==> config.mk <==
export PLATFORM = sky130hd
export DESIGN_NAME = i2c_slave_regs_flat
export DESIGN_NICKNAME = d
export VERILOG_FILES = /design/src/rtl/i2c_slave_regs_pkg.sv /design/src/rtl/i2c_slave_regs_if.sv /design/src/rtl/i2c_slave_regs_line_sync.sv /design/src/rtl/i2c_slave_regs.sv /design/src/flat_wrapper.sv
export SDC_FILE = /design/constraint.sdc
export NUM_CORES = 1
export LEC_CHECK = 0
export CORE_MARGIN = 4
export CORE_UTILIZATION = 41
export DETAILED_ROUTE_END_ITERATION = 12
export SYNTH_ARGS = -nofsm -noshare
export SYNTH_HDL_FRONTEND = slang
export SYNTH_SLANG_ARGS = --single-unit
==> constraint.sdc <==
create_clock -name wb_clk_i -period 9.05 [get_ports wb_clk_i]
set_input_delay 2.715 -clock wb_clk_i [delete_from_list [all_inputs] [get_ports wb_clk_i]]
set_output_delay 2.715 -clock wb_clk_i [all_outputs]
set_load 0.02 [all_outputs]
==> src/rtl/i2c_slave_regs_pkg.sv <==
// rtl/i2c_slave_regs_pkg.sv - shared FSM encoding and byte-length constant
// Purpose: state enumeration and bit-count constant shared by the
//          I2C register responder and its bench.
package i2c_slv_pkg;

  localparam int BIT_CNT = 8;

  typedef enum logic [3:0] {
    ST_IDLE,
    ST_ADDR,
    ST_ADDR_ACK,
    ST_PTR,
    ST_PTR_ACK,
    ST_WDATA,
    ST_WDATA_ACK,
    ST_RDATA,
    ST_RDATA_ACK,
    ST_WAIT
  } state_t;

endpackage

==> src/rtl/i2c_slave_regs_if.sv <==
// rtl/i2c_slave_regs_if.sv - I2C pad-side signal bundle
// Purpose: groups the open-drain I2C pad signals.
// Signals: scl_in/sda_in (pad levels into the responder),
//          sda_oe/sda_o (pad drive enable and value from the responder).
interface i2c_slave_regs_if;
  logic scl_in;
  logic sda_in;
  logic sda_oe;
  logic sda_o;

  modport slave  (input  scl_in, input  sda_in, output sda_oe, output sda_o);
  modport master (output scl_in, output sda_in, input  sda_oe, input  sda_o);
endinterface

==> src/rtl/i2c_slave_regs_line_sync.sv <==
// rtl/i2c_slave_regs_line_sync.sv - scl/sda synchronizer, edge and START/STOP detect
// Purpose: brings the asynchronous pad lines into the clock domain.
// Ports: i_clk/i_rst (clock, sync active-high reset), i_scl/i_sda (raw pads),
//        o_sda (synchronized sda level), o_scl_rise/o_scl_fall (scl edges),
//        o_start/o_stop (bus conditions), all single-cycle pulses except o_sda.
module i2c_line_sync (
  input  logic i_clk,
  input  logic i_rst,
  input  logic i_scl,
  input  logic i_sda,
  output logic o_sda,
  output logic o_scl_rise,
  output logic o_scl_fall,
  output logic o_start,
  output logic o_stop
);

  logic r_scl_s1, r_scl_s2, r_scl_d;
  logic r_sda_s1, r_sda_s2, r_sda_d;

  // All flops preset to 1 so reset looks like an idle bus and no edge fires.
  always_ff @(posedge i_clk) begin
    if (i_rst) begin
      r_scl_s1 <= 1'b1;
      r_scl_s2 <= 1'b1;
      r_scl_d  <= 1'b1;
      r_sda_s1 <= 1'b1;
      r_sda_s2 <= 1'b1;
      r_sda_d  <= 1'b1;
    end else begin
      r_scl_s1 <= i_scl;
      r_scl_s2 <= r_scl_s1;
      r_scl_d  <= r_scl_s2;
      r_sda_s1 <= i_sda;
      r_sda_s2 <= r_sda_s1;
      r_sda_d  <= r_sda_s2;
    end
  end

  assign o_sda      = r_sda_s2;
  assign o_scl_rise =  r_scl_s2 & ~r_scl_d;
  assign o_scl_fall = ~r_scl_s2 &  r_scl_d;
  assign o_start    = r_scl_s2 &  r_sda_d & ~r_sda_s2;
  assign o_stop     = r_scl_s2 & ~r_sda_d &  r_sda_s2;

endmodule

==> src/rtl/i2c_slave_regs.sv <==
// rtl/i2c_slave_regs.sv - I2C responder exposing a small register file
// Purpose: I2C target at SLV_ADDR with an auto-incrementing register pointer,
//          plus a local read/write port into the same register file.
// Ports: wb_clk_i/wb_rst_i (clock, sync active-high reset), bus (I2C pads),
//        loc_addr/loc_we/loc_wdata/loc_rdata (local port),
//        wr_strb/wr_addr (I2C write notification), busy (addressed transaction).
module i2c_slave_regs
  import i2c_slv_pkg::*;
#(
  parameter logic [6:0] SLV_ADDR = 7'h50,
  parameter int         NREG     = 16,
  localparam int        AW       = $clog2(NREG)
) (
  input  logic                 wb_clk_i,
  input  logic                 wb_rst_i,
  i2c_slave_regs_if.slave      bus,
  input  logic [AW-1:0]        loc_addr,
  input  logic                 loc_we,
  input  logic [7:0]           loc_wdata,
  output logic [7:0]           loc_rdata,
  output logic                 wr_strb,
  output logic [AW-1:0]        wr_addr,
  output logic                 busy
);

  logic w_sda, w_scl_rise, w_scl_fall, w_start, w_stop;

  i2c_line_sync u_sync (
    .i_clk      (wb_clk_i),
    .i_rst      (wb_rst_i),
    .i_scl      (bus.scl_in),
    .i_sda      (bus.sda_in),
    .o_sda      (w_sda),
    .o_scl_rise (w_scl_rise),
    .o_scl_fall (w_scl_fall),
    .o_start    (w_start),
    .o_stop     (w_stop)
  );

  state_t        r_state, w_state_nxt;
  logic [3:0]    r_bitcnt, w_bitcnt_nxt;
  logic [7:0]    r_shift, w_shift_nxt;
  logic          r_rw, w_rw_nxt;
  logic          r_mack, w_mack_nxt;
  logic [AW-1:0] r_ptr, w_ptr_nxt;
  logic          r_sda_oe, w_sda_oe_nxt;
  logic          r_busy, w_busy_nxt;
  logic          w_i2c_we;
  logic          r_wr_strb;
  logic [AW-1:0] r_wr_addr;
  logic [7:0]    r_loc_rdata;
  logic [7:0]    r_regs [NREG];

  logic [AW-1:0] w_ptr_inc;
  logic [7:0]    w_rd_cur, w_rd_nxt;
  logic          w_byte_done;

  assign w_ptr_inc   = r_ptr + 1'b1;
  assign w_rd_cur    = r_regs[r_ptr];
  assign w_rd_nxt    = r_regs[w_ptr_inc];
  assign w_byte_done = (r_bitcnt == 4'(BIT_CNT));

  always_ff @(posedge wb_clk_i) begin
    if (wb_rst_i) begin
      r_state  <= ST_IDLE;
      r_bitcnt <= '0;
      r_shift  <= '0;
      r_rw     <= 1'b0;
      r_mack   <= 1'b1;
      r_ptr    <= '0;
      r_sda_oe <= 1'b0;
      r_busy   <= 1'b0;
    end else begin
      r_state  <= w_state_nxt;
      r_bitcnt <= w_bitcnt_nxt;
      r_shift  <= w_shift_nxt;
      r_rw     <= w_rw_nxt;
      r_mack   <= w_mack_nxt;
      r_ptr    <= w_ptr_nxt;
      r_sda_oe <= w_sda_oe_nxt;
      r_busy   <= w_busy_nxt;
    end
  end

  // Bits are counted on scl rising edges; every decision that can move sda
  // is taken on the following falling edge so sda only changes while scl is low.
  always_comb begin
    w_state_nxt  = r_state;
    w_bitcnt_nxt = r_bitcnt;
    w_shift_nxt  = r_shift;
    w_rw_nxt     = r_rw;
    w_mack_nxt   = r_mack;
    w_ptr_nxt    = r_ptr;
    w_sda_oe_nxt = r_sda_oe;
    w_busy_nxt   = r_busy;
    w_i2c_we     = 1'b0;

    if (w_start) begin
      w_state_nxt  = ST_ADDR;
      w_bitcnt_nxt = '0;
      w_sda_oe_nxt = 1'b0;
      w_busy_nxt   = 1'b0;
    end else if (w_stop) begin
      w_state_nxt  = ST_IDLE;
      w_bitcnt_nxt = '0;
      w_sda_oe_nxt = 1'b0;
      w_busy_nxt   = 1'b0;
    end else begin
      unique case (r_state)
        ST_ADDR, ST_PTR, ST_WDATA: begin
          if (w_scl_rise) begin
            w_shift_nxt  = {r_shift[6:0], w_sda};
            w_bitcnt_nxt = r_bitcnt + 4'd1;
          end else if (w_scl_fall && w_byte_done) begin
            w_bitcnt_nxt = '0;
            if (r_state == ST_ADDR) begin
              if (r_shift[7:1] == SLV_ADDR) begin
                w_state_nxt  = ST_ADDR_ACK;
                w_rw_nxt     = r_shift[0];
                w_sda_oe_nxt = 1'b1;
                w_busy_nxt   = 1'b1;
              end else begin
                w_state_nxt = ST_WAIT;
              end
            end else if (r_state == ST_PTR) begin
              w_ptr_nxt    = r_shift[AW-1:0];
              w_state_nxt  = ST_PTR_ACK;
              w_sda_oe_nxt = 1'b1;
            end else begin
              w_i2c_we     = 1'b1;
              w_ptr_nxt    = w_ptr_inc;
              w_state_nxt  = ST_WDATA_ACK;
              w_sda_oe_nxt = 1'b1;
            end
          end
        end
        ST_ADDR_ACK: begin
          if (w_scl_fall) begin
            if (r_rw) begin
              w_state_nxt  = ST_RDATA;
              w_shift_nxt  = w_rd_cur;
              w_sda_oe_nxt = ~w_rd_cur[7];
            end else begin
              w_state_nxt  = ST_PTR;
              w_sda_oe_nxt = 1'b0;
            end
          end
        end
        ST_PTR_ACK, ST_WDATA_ACK: begin
          if (w_scl_fall) begin
            w_state_nxt  = ST_WDATA;
            w_sda_oe_nxt = 1'b0;
          end
        end
        ST_RDATA: begin
          if (w_scl_rise) begin
            w_bitcnt_nxt = r_bitcnt + 4'd1;
          end else if (w_scl_fall) begin
            if (w_byte_done) begin
              w_state_nxt  = ST_RDATA_ACK;
              w_bitcnt_nxt = '0;
              w_sda_oe_nxt = 1'b0;
            end else begin
              w_shift_nxt  = {r_shift[6:0], 1'b0};
              w_sda_oe_nxt = ~r_shift[6];
            end
          end
        end
        ST_RDATA_ACK: begin
          if (w_scl_rise) begin
            w_mack_nxt = w_sda;
          end else if (w_scl_fall) begin
            if (!r_mack) begin
              w_ptr_nxt    = w_ptr_inc;
              w_shift_nxt  = w_rd_nxt;
              w_sda_oe_nxt = ~w_rd_nxt[7];
              w_state_nxt  = ST_RDATA;
            end else begin
              w_state_nxt  = ST_WAIT;
            end
          end
        end
        default: ;
      endcase
    end
  end

  // Local write goes first so a same-index I2C write in the same cycle overrides it.
  always_ff @(posedge wb_clk_i) begin
    if (wb_rst_i) begin
      for (int i = 0; i < NREG; i++) r_regs[i] <= '0;
      r_wr_strb   <= 1'b0;
      r_wr_addr   <= '0;
      r_loc_rdata <= '0;
    end else begin
      if (loc_we) r_regs[loc_addr] <= loc_wdata;
      if (w_i2c_we) r_regs[r_ptr] <= r_shift;
      r_wr_strb   <= w_i2c_we;
      r_wr_addr   <= r_ptr;
      r_loc_rdata <= r_regs[loc_addr];
    end
  end

  assign bus.sda_oe = r_sda_oe;
  assign bus.sda_o  = 1'b0;
  assign loc_rdata  = r_loc_rdata;
  assign wr_strb    = r_wr_strb;
  assign wr_addr    = r_wr_addr;
  assign busy       = r_busy;

endmodule

==> src/flat_wrapper.sv <==
// flat-port wrapper written by rule: the top's interface ports become plain ports
module i2c_slave_regs_flat import i2c_slv_pkg::*;
#(
  parameter logic [6:0] SLV_ADDR = 7'h50,
  parameter int         NREG     = 16,
  localparam int        AW       = $clog2(NREG)
)
  (wb_clk_i, wb_rst_i, loc_addr, loc_we, loc_wdata, loc_rdata, wr_strb, wr_addr, busy, bus_scl_in, bus_sda_in, bus_sda_oe, bus_sda_o);
  i2c_slave_regs_if bus_i ();
  input  logic wb_clk_i;
  input  logic wb_rst_i;
  input  logic [AW-1:0] loc_addr;
  input  logic loc_we;
  input  logic [7:0] loc_wdata;
  output logic [7:0] loc_rdata;
  output logic wr_strb;
  output logic [AW-1:0] wr_addr;
  output logic busy;
  input wire logic [$bits(bus_i.scl_in)-1:0] bus_scl_in;
  input wire logic [$bits(bus_i.sda_in)-1:0] bus_sda_in;
  output wire logic [$bits(bus_i.sda_oe)-1:0] bus_sda_oe;
  output wire logic [$bits(bus_i.sda_o)-1:0] bus_sda_o;
  assign bus_i.scl_in = bus_scl_in;
  assign bus_i.sda_in = bus_sda_in;
  assign bus_sda_oe = bus_i.sda_oe;
  assign bus_sda_o = bus_i.sda_o;
  i2c_slave_regs #(.SLV_ADDR(SLV_ADDR), .NREG(NREG)) u_core (.wb_clk_i(wb_clk_i), .wb_rst_i(wb_rst_i), .bus(bus_i), .loc_addr(loc_addr), .loc_we(loc_we), .loc_wdata(loc_wdata), .loc_rdata(loc_rdata), .wr_strb(wr_strb), .wr_addr(wr_addr), .busy(busy));
endmodule
==> results <==
- The maximum number of pins on one net before global-route repair is 40.
- By count the netlist is led by nand2_1 (154), o21ai_0 (150), nand3_1 (137), edfxtp_1 (128), mux4_2 (103).
- The tightest min-delay check is of the flop to flop type.
- The final number of setup-violating endpoints is 0.
- The data arrival at the endpoint of the critical path is 5.64 ns.
- The number of pins exceeding their max-slew limit in the final report is 0.
- The critical path data required time is 9.16 ns.
- In this run the count of I/O pins placed on the die edge is 33.
- The number of inserted diodes is 0.
- The detailed placement HPWL is 26.9 mm.
- The detailed-route via count is 9941.
- Using the TritonRoute via totals, the vias-per-cell ratio works out to 6.74.
- The post-synthesis net count is 1157.
- The sequential element share of the synthesized area is 40.3%.
- The clock-pin slew on the worst setup and hold paths is 0.07 ns.
- The setup total negative slack is 0 ns.
- Counting flops with an async set or reset pin after synthesis yields a share of 0%.
- The warning count from the yosys run is 0.
- The count of flip-flops with a built-in enable after synthesis is approximately 130.
- In the post-synthesis netlist, the cell with the most instances is nand2_1.
- Summed over all instances, the cell type with the most area after synthesis is edfxtp_1.
- The die boundary width is 178 um.
- The count of unresolved DRC violations after routing is 0.
- The clock network power share is 33.2%.
- The average detailed-routed wire length per instance is 27.4 um.
- For this design, the sink count on the clock tree is 175.
- The total global routing track utilization is 25.7%.
- The number of max-capacitance violations reported is 0.
- The critical path in this run is classified as primary input to flop.
- The critical-path maximum fanout is 33.
- For the worst-skew pair, the clock arrives at the later sink with an insertion delay of about 0.44 ns.
- STA classifies the critical path endpoint as a flop.
- The analysis attributes to net switching a power of 0.000756 W.
- The initial antenna violation count is 0.
- Before antenna repair, the detailed router went through 7 iterations.
- The number of instances in the synthesized netlist is between 1000 and 1500.
- In the finished design, the share of the clock period the worst path needs comes to 61.2%.
- The primary flip-flop cell chosen by synthesis mapping is edfxtp_1.
- The clock period minus worst slack is roughly 5.5 ns.
- Setup repair after global routing left no endpoint under its margin.
- The flow ran to the end, and the final reports show no timing, DRC or antenna violations.
- The total standard cell area after synthesis is roughly 12000 um^2.
- In this run the tightest slew margin relative to its limit is 17.7%.
- The via count of the first global-routing pass is 9030.
- After synthesis, the cell types taking the most area are edfxtp_1 (32%), mux4_2 (20%), dfxtp_1 (7.9%), o21ai_0 (6.3%), nand3_1 (5.8%).
- In this run the biggest area consumer among cell types represents 32.4% of the synthesized area.
- Summed over all layers, the routed wires come to 40.3 mm.
- The placeable core region is 28600 um^2.
- Each instance of the synthesized netlist takes up on average approximately 10 um^2.
- The synthesis-stage register bit count is about 180.
- The longest clock path from root to sink contains 2 buffers.
- The global placer's final weighted congestion is about 0.97.
- The internal power contribution is 0.00144 W.
- The first global-routing pass estimated 59.6 mm of wire.
- The count of nets left with antenna violations once routing finished came out at 0.
- The clock root buffer master is clkbuf_16.
- TritonCTS built the clock tree.
- The part of the total power dissipated in combinational logic is 22.1%.
- Measured along the y axis, the die boundary spans 178 um.
- The slew of the pin with the lowest slew margin is approximately 1.2 ns.
- The number of buffers created by CTS is 17.
- Net switching is 34.5% of the power.
- In this run, post-CTS hold repair placed 0 buffers.
- The worst setup path is launched from a primary input.
- The area overhead of the layout relative to synthesis is 7.91%.
- IR analysis of the VDD net gives a maximum drop of 0.131 mV.
- The post-route netlist has 20.1% of its cells at a drive strength greater than 1.
- For this run, the post-layout net count is ~1100.
- The number of DRC markers after the initial detailed-route iteration is 1520.
- The final count of hold timing violations is 0.
- Between clock sinks in the finished design, the worst skew comes to 0.0133 ns.
- In this run the core area contains 62 standard-cell rows.
- The remaining global-route overflow is 0.
- The starting density of the core is 41.5%.
- The die covers 31700 um^2.
- The CTS H-tree depth is 4.
- In this run the tool buffered the top-level ports with 31 buffer cells.
- The post-synthesis cell type count is 79.
- The leakage power of the design is 3.85 nW.
- Once layout is complete, the utilization of the core stands at 44.8%.
- The number of buffers added for setup after CTS is 0.
- Dividing total power by cell area gives a power density of ~170 nW/um^2.
- In this run, flip-flops and latches consume around 45% of the power.
- Gates resized during post-CTS repair numbered 0.
- The achievable clock frequency is 0.181 GHz.
## routing by layer
metal	track usage, %	routed length, um	part of all wire, %	vias up
met5	0	19	0.047	-
met4	10.7	1910	4.7	2
met3	8.22	5820	14	141
met2	37.4	17500	43	755
met1	35.4	15100	37	4864
li1	-	-	-	4179
## placed cells by master, fill, tap and decap left out, drive strengths merged, types with 8 or more instances in the layout
cell           count
a21oi             26
a31oi             10
and2              28
buf               29
clkbuf            17
clkdlybuf4s50     29
dfxtp             47
edfxtp           128
ha                 8
inv               23
mux2              15
mux2i             10
mux4             103
nand2            154
nand3            137
nand4             11
nor2              25
nor4               8
o21ai            151
or2               11
or3               17
## power groups by stage
stage | Sequential (W) | Combinational (W) | Clock [W]
6_report | 0.000980 | 0.000485 | 0.000729
5_1_grt | 0.000983 | 0.000496 | 0.000764
4_1_cts | 0.000976 | 0.000461 | 0.000731
3_5_place_dp | 0.000993 | 0.000459 | 0
3_3_place_gp | 0.000991 | 0.000458 | 0
2_1_floorplan | 0.000962 | 0.000283 | 0
## kinds of logic (layout without fill, tap and decap cells)
| logic type | count (synthesis) | after routing | synth area share, % |
|---|---|---|---|
| AOI/OAI and AO/OA | 229 | 229 | 11.0 |
| xor gates and xnor gates | 5 | 5 | 0.590 |
| adders and majority gates | 8 | 8 | 0.843 |
| buffers and inverters | 147 | 106 | 5.84 |
| DFF | 175 | 175 | 40.3 |
| muxes | 128 | 128 | 21.8 |
| other | 1 | 1 | 0.0316 |
| and+or+nand+nor | 439 | 439 | 19.6 |
## path summary, 6_finish.rpt
check                               from                  end  slack (ns)  depth (start not counted)
hold / removal    u_core.u_sync.r_sda_s1  u_core.u_sync.o_sda        0.41                          1
setup reg to reg         u_core.r_ptr[0]    u_core.r_shift[1]        5.38                          7
hold reg to reg   u_core.u_sync.r_sda_s1  u_core.u_sync.o_sda        0.41                          1
setup / recovery                wb_rst_i  u_core.r_regs[0][0]        3.51                          6
## registers in the layout, indices dropped and copies added (netlist names), named ones only
register                count
u_core.r_rw                 1
u_core.u_sync.r_scl_s2      1
u_core.u_sync.o_sda         1
u_core.u_sync.r_scl_s1      1
u_core.r_bitcnt             4
u_core.r_regs             128
u_core.u_sync.r_scl_d       1
u_core.r_mack               1
u_core.loc_rdata            8
u_core.wr_addr              4
u_core.r_shift              8
u_core.wr_strb              1
u_core.bus.sda_oe           1
u_core.r_ptr                4
u_core.u_sync.r_sda_d       1
u_core.u_sync.r_sda_s1      1
u_core.busy                 1
u_core.r_state              4
## final cells by class
class	count	area [um^2]
multi-input cells	810	6400
inverters	16	62.6
clock buffers	17	425
flip-flops and latches	175	4790
fillers	2647	15800
repair buffers	58	503
clock inverters	15	150
well taps	384	480
## worst max-delay path, stage by stage
cell             delay [ns]
clkdlybuf4s50_1        0.39
buf_4                  0.27
inv_1                  0.55
nand4_1                0.48
nor3_1                 0.79
or3_1                  0.43
## per-stage QoR
stage / setup WS (ns) / total power, W / instance area, um^2 / std cells / hold slack [ns]
after global placement: 3.25 / 0.00145 / 12200 / 1443 / 0.394
after detailed placement: 3.14 / 0.00145 / 12200 / 1443 / 0.393
after floorplan: 4.58 / 0.00124 / 11900 / 1132 / 0.389
after global routing: 3.31 / 0.00224 / 12800 / 1475 / 0.426
after CTS: 3.58 / 0.00217 / 12800 / 1475 / 0.410
final: 3.51 / 0.00219 / 12800 / 1475 / 0.409
Note: power is estimated with default switching activity, not from simulation.
